$ cat config.mk
export PLATFORM = sky130hd
export DESIGN_NAME = ram1_ctrl
export DESIGN_NICKNAME = d
export VERILOG_FILES = /design/src/rtl/ram1_ctrl_pkg.sv /design/src/rtl/ram1_ctrl.sv
export SDC_FILE = /design/constraint.sdc
export NUM_CORES = 1
export LEC_CHECK = 0
export CORE_MARGIN = 4
export CORE_UTILIZATION = 30
export DETAILED_ROUTE_END_ITERATION = 12
export DONT_BUFFER_PORTS = 1
export PLACE_DENSITY_LB_ADDON = 0.1
export RECOVER_POWER = 50
export SLEW_MARGIN = 10
export SYNTH_ARGS = -nofsm -noshare
export SYNTH_HDL_FRONTEND = slang
export SYNTH_SLANG_ARGS = --single-unit
$ cat constraint.sdc
create_clock -name clk -period 5.2 [get_ports clk]
set_input_delay 1.04 -clock clk [delete_from_list [all_inputs] [get_ports clk]]
set_output_delay 1.04 -clock clk [all_outputs]
set_load 0.03 [all_outputs]
$ cat src/rtl/ram1_ctrl_pkg.sv
// ram1_ctrl_pkg: shared RAM1 port constants, bus widths and controller state encoding
package ram1_ctrl_pkg;
    localparam int DATA_W = 32;
    localparam int ADDR_W = 32;
    localparam logic RAM_CHIP_ENABLE = 1'b1;
    localparam logic RAM_CHIP_DISABLE = 1'b0;
    localparam logic RAM_READ_ENABLE = 1'b1;
    localparam logic RAM_WRITE_ENABLE = 1'b1;
    localparam logic [DATA_W-1:0] ZERO_WORD = '0;
    typedef enum logic [2:0] {
        ST_IDLE     = 3'd0,
        ST_RD       = 3'd1,
        ST_WR_SETUP = 3'd2,
        ST_WR_PULSE = 3'd3,
        ST_WR_HOLD  = 3'd4,
        ST_DONE     = 3'd5
    } state_t;
endpackage

$ cat src/rtl/ram1_ctrl.sv
// ram1_ctrl: single-word load/store sequencer for the RAM1 port, stalling the pipeline per transaction
module ram1_ctrl import ram1_ctrl_pkg::*; #(
    parameter int WAIT_CYCLES = 2
) (
    input  logic              clk,
    input  logic              rst,
    input  logic              cpu_req,
    input  logic              cpu_we,
    input  logic [ADDR_W-1:0] cpu_addr,
    input  logic [DATA_W-1:0] cpu_wdata,
    output logic [DATA_W-1:0] cpu_rdata,
    output logic              cpu_ack,
    output logic              cpu_stall,
    output logic              mem_ce,
    output logic              mem_re,
    output logic              mem_we,
    output logic [ADDR_W-1:0] mem_addr,
    output logic [DATA_W-1:0] mem_data_o,
    input  logic [DATA_W-1:0] mem_data_i
);
    localparam int CW = $clog2(WAIT_CYCLES + 1);

    state_t              state, next;
    logic [CW-1:0]       cnt;
    logic [ADDR_W-3:0]   addr_q;
    logic [DATA_W-1:0]   wdata_q;
    logic                busy, wr_phase;

    always_comb begin
        next = state;
        case (state)
            ST_IDLE:     next = cpu_req ? (cpu_we ? ST_WR_SETUP : ST_RD) : ST_IDLE;
            ST_RD:       next = (cnt == '0) ? ST_DONE : ST_RD;
            ST_WR_SETUP: next = ST_WR_PULSE;
            ST_WR_PULSE: next = (cnt == '0) ? ST_WR_HOLD : ST_WR_PULSE;
            ST_WR_HOLD:  next = ST_DONE;
            default:     next = ST_IDLE;
        endcase
    end

    always_ff @(posedge clk or posedge rst) begin
        if (rst) begin
            state     <= ST_IDLE;
            cnt       <= '0;
            addr_q    <= '0;
            wdata_q   <= '0;
            cpu_rdata <= ZERO_WORD;
        end else begin
            state <= next;
            if (state == ST_IDLE && cpu_req) begin
                addr_q  <= cpu_addr[ADDR_W-1:2];
                wdata_q <= cpu_wdata;
            end
            // Counter reloads on entry to either timed state and exits on zero
            if ((next == ST_RD && state != ST_RD) || (next == ST_WR_PULSE && state != ST_WR_PULSE))
                cnt <= CW'(WAIT_CYCLES - 1);
            else if (cnt != '0)
                cnt <= cnt - 1'b1;
            if (state == ST_RD && cnt == '0)
                cpu_rdata <= mem_data_i;
        end
    end

    always_comb begin
        busy       = state inside {ST_RD, ST_WR_SETUP, ST_WR_PULSE, ST_WR_HOLD};
        wr_phase   = state inside {ST_WR_SETUP, ST_WR_PULSE, ST_WR_HOLD};
        mem_ce     = busy ? RAM_CHIP_ENABLE : RAM_CHIP_DISABLE;
        mem_re     = (state == ST_RD) ? RAM_READ_ENABLE : ~RAM_READ_ENABLE;
        mem_we     = (state == ST_WR_PULSE) ? RAM_WRITE_ENABLE : ~RAM_WRITE_ENABLE;
        mem_addr   = busy ? {2'b00, addr_q} : '0;
        mem_data_o = wr_phase ? wdata_q : ZERO_WORD;
        cpu_ack    = state == ST_DONE;
        cpu_stall  = busy || (state == ST_IDLE && cpu_req);
    end
endmodule

==> impl_metrics.tcl <==
set metrics [dict create \
    violations "max-capacitance violations, max-slew violations" \
    num_rows 45 \
    clock_sinks 99 \
    root_buffer "clkbuf_16" \
    finalNetCount 404 \
    cap_violations 1 \
    rsz0062_at_grt "no" \
    hold_violations 0 \
    core_um2 15400 \
    worstHoldPathCells 1 \
    final_cell_mix "99 x dfrtp_1, 66 x mux2_4, 34 x nor2b_1, 30 x and2_1, 23 x mux2_1" \
    final_layout_size_suffix_gt1_frac 0.308 \
    dieArea_um2 17900 \
    crit_fanout 21 \
    clk_pin_slew_ns 0.06 \
    setup_tns_ns 0 \
    multiInputGateArea_um2 1910 \
    netlist_area_um2 4760 \
    cts_buffer_depth 2 \
    power.density_nw_per_um2 834 \
    ir_worst_vdd_mv 0.299 \
    postSynthRegisterBits 99 \
    cts_resized 0 \
    setup_viol 0 \
    cp.arrival_ns 2.62 \
    ys_types 28 \
    cp-endpoint "mem_addr[17]" \
    regArea_um2 2480 \
    fin_hold_ws_ns 0.479 \
    end_kind "output pin" \
    drt_iter0_drc 104 \
    worst_pin_slew_ns 2.83 \
    cts_buffers 9 \
    status "complete, but fails checks" \
    hold_buffers 0 \
    syn_inst 310 \
    layout_min_cycle_time_ns 3.66 \
    post_cts_buffers 0 \
    crit_type "reg2out" \
    cts_tree "done" \
    n_antenna_cell 0 \
    antenna_found_initial 0 \
    gp_congestion 0.715 \
    startpoint_type "register" \
    slew_violations 76 \
    clock_skew_ns 0.00648 \
    max_freq_mhz 273 \
    leakage_uw 0.00214 \
    fill_cells 1530 \
    finish.utilization 0.323 \
    hp-class "reg2reg" \
    grt_usage 0.107 \
    finalCritPeriodShare 0.705 \
    die_h_um 134 \
    final_common_cell "dfrtp_1" \
    grt_overflow_total 0 \
    placed_cells 503 \
    clkLatencyLatePin_ns 0.34 \
    stdcell_count 519 \
    first_global_vias 2536 \
    h-tree-depth 3 \
    syn_to_final_growth_pct 4.28 \
    vias 2259 \
    start_util 0.310 \
    synth_area_per_cell_um2 15.4 \
    r2r_slack_ns 2.64 \
    r2r-start "state[1]" \
    routed_wl_mm 9.84 \
    first_pass_iters 4 \
    seq_area_frac_synth 0.520 \
    max-slew-margin-rel -0.888 \
    vias_per_cell 4.35 \
    dp.final_hpwl_mm 6.79 \
    die_w_um 134 \
    grt_max_degree 76 \
    numPortBuffers 0 \
    wire_per_inst_um 19.0 \
    yosysWarningCount 0 \
    r2r_cells 4 \
    grt_pass1_wl_mm 14.8 \
    drc 0 \
    ios 201 \
    ant_nets 0 \
    crit_required_ns 4.16 \
    r2r_end "wdata_q[7]" \
    crit_start "state[1]" \
]
## sequential cells by signal, summed over array words and instances (netlist names)
register	flops
addr_q	30
cnt	2
cpu_rdata	32
state	3
wdata_q	32
## Yosys cell counts (all sizes together)
library cell / count / share of area
conb: 1 / 0.00079
a21oi: 1 / 0.0011
dfrtp: 99 / 0.52
o21ai: 2 / 0.0021
nor3: 1 / 0.0034
mux2: 94 / 0.29
nand3b: 1 / 0.0016
nand2: 4 / 0.0032
clkbuf: 2 / 0.0016
xor2: 1 / 0.0018
nor2b: 34 / 0.045
and2: 33 / 0.044
inv: 4 / 0.0032
nor2: 4 / 0.0032
mux2i: 1 / 0.0021
o21a: 1 / 0.0016
nor3b: 1 / 0.0026
a2bb2oi: 1 / 0.0018
buf: 20 / 0.058
a311oi: 1 / 0.0018
and3b: 2 / 0.0042
or2: 1 / 0.0013
ha: 1 / 0.0026
## worst min path at each step
stage                        to   startpoint  slack [ns]
finish              wdata_q[26]  wdata_q[26]        0.48
global route        wdata_q[26]  wdata_q[26]        0.49
CTS                 wdata_q[26]  wdata_q[26]        0.50
detailed placement  wdata_q[26]  wdata_q[26]        0.48
global placement     wdata_q[8]   wdata_q[8]        0.48
floorplan            wdata_q[7]   wdata_q[7]        0.47
## worst max-delay path: stages, from the launching register on
cell and delay [ns]:
dfrtp_1 0.51, o21a_1 0.26, nor2_2 0.86, buf_4 0.31
and2_1 0.34
## metrics by stage
stage	total power (uW)	instance area, um^2	setup WS (ns)
CTS	4330	5070	1.43
finish	4140	4960	1.54
detailed placement	3650	4780	1.82
floorplan	3490	4760	1.57
global placement	3650	4780	1.88
global route	4370	4960	0.921
## layout make-up
cell class	count	share of cell area
Clock buffer	13	0.0524
Clock inverter	3	0.00454
Inverter	4	0.00302
Multi-Input combinational cell	186	0.384
Sequential cell	99	0.499
Tap cell	211	0.0532
Timing Repair Buffer	3	0.00403
## metal layers
metal	vias up	global-route usage	share of wire	wire [um]
li1	1016	-	-	-
met2	130	0.166	0.46	4510
met4	0	0.0377	0.015	151
met5	-	0	0	0
met1	1105	0.129	0.42	4130
met3	8	0.0518	0.11	1050
## power by group
group	leakage [uW]	switching [uW]	internal, uW
sequential	0.00117	501	1170
combinational	0.000837	1080	758
clock	0.000128	283	351
## logic make-up after synthesis
logic type,share of synthesized area
AO/OA/AOI/OAI,0.00841
XOR/XNOR,0.00184
adder cells (fa/ha/maj),0.00263
buffers and inverters,0.0628
flip-flops,0.520
multiplexers,0.295
other,0.000788
AND/OR/NAND/NOR,0.109
Power figures use the tool's default switching activity.
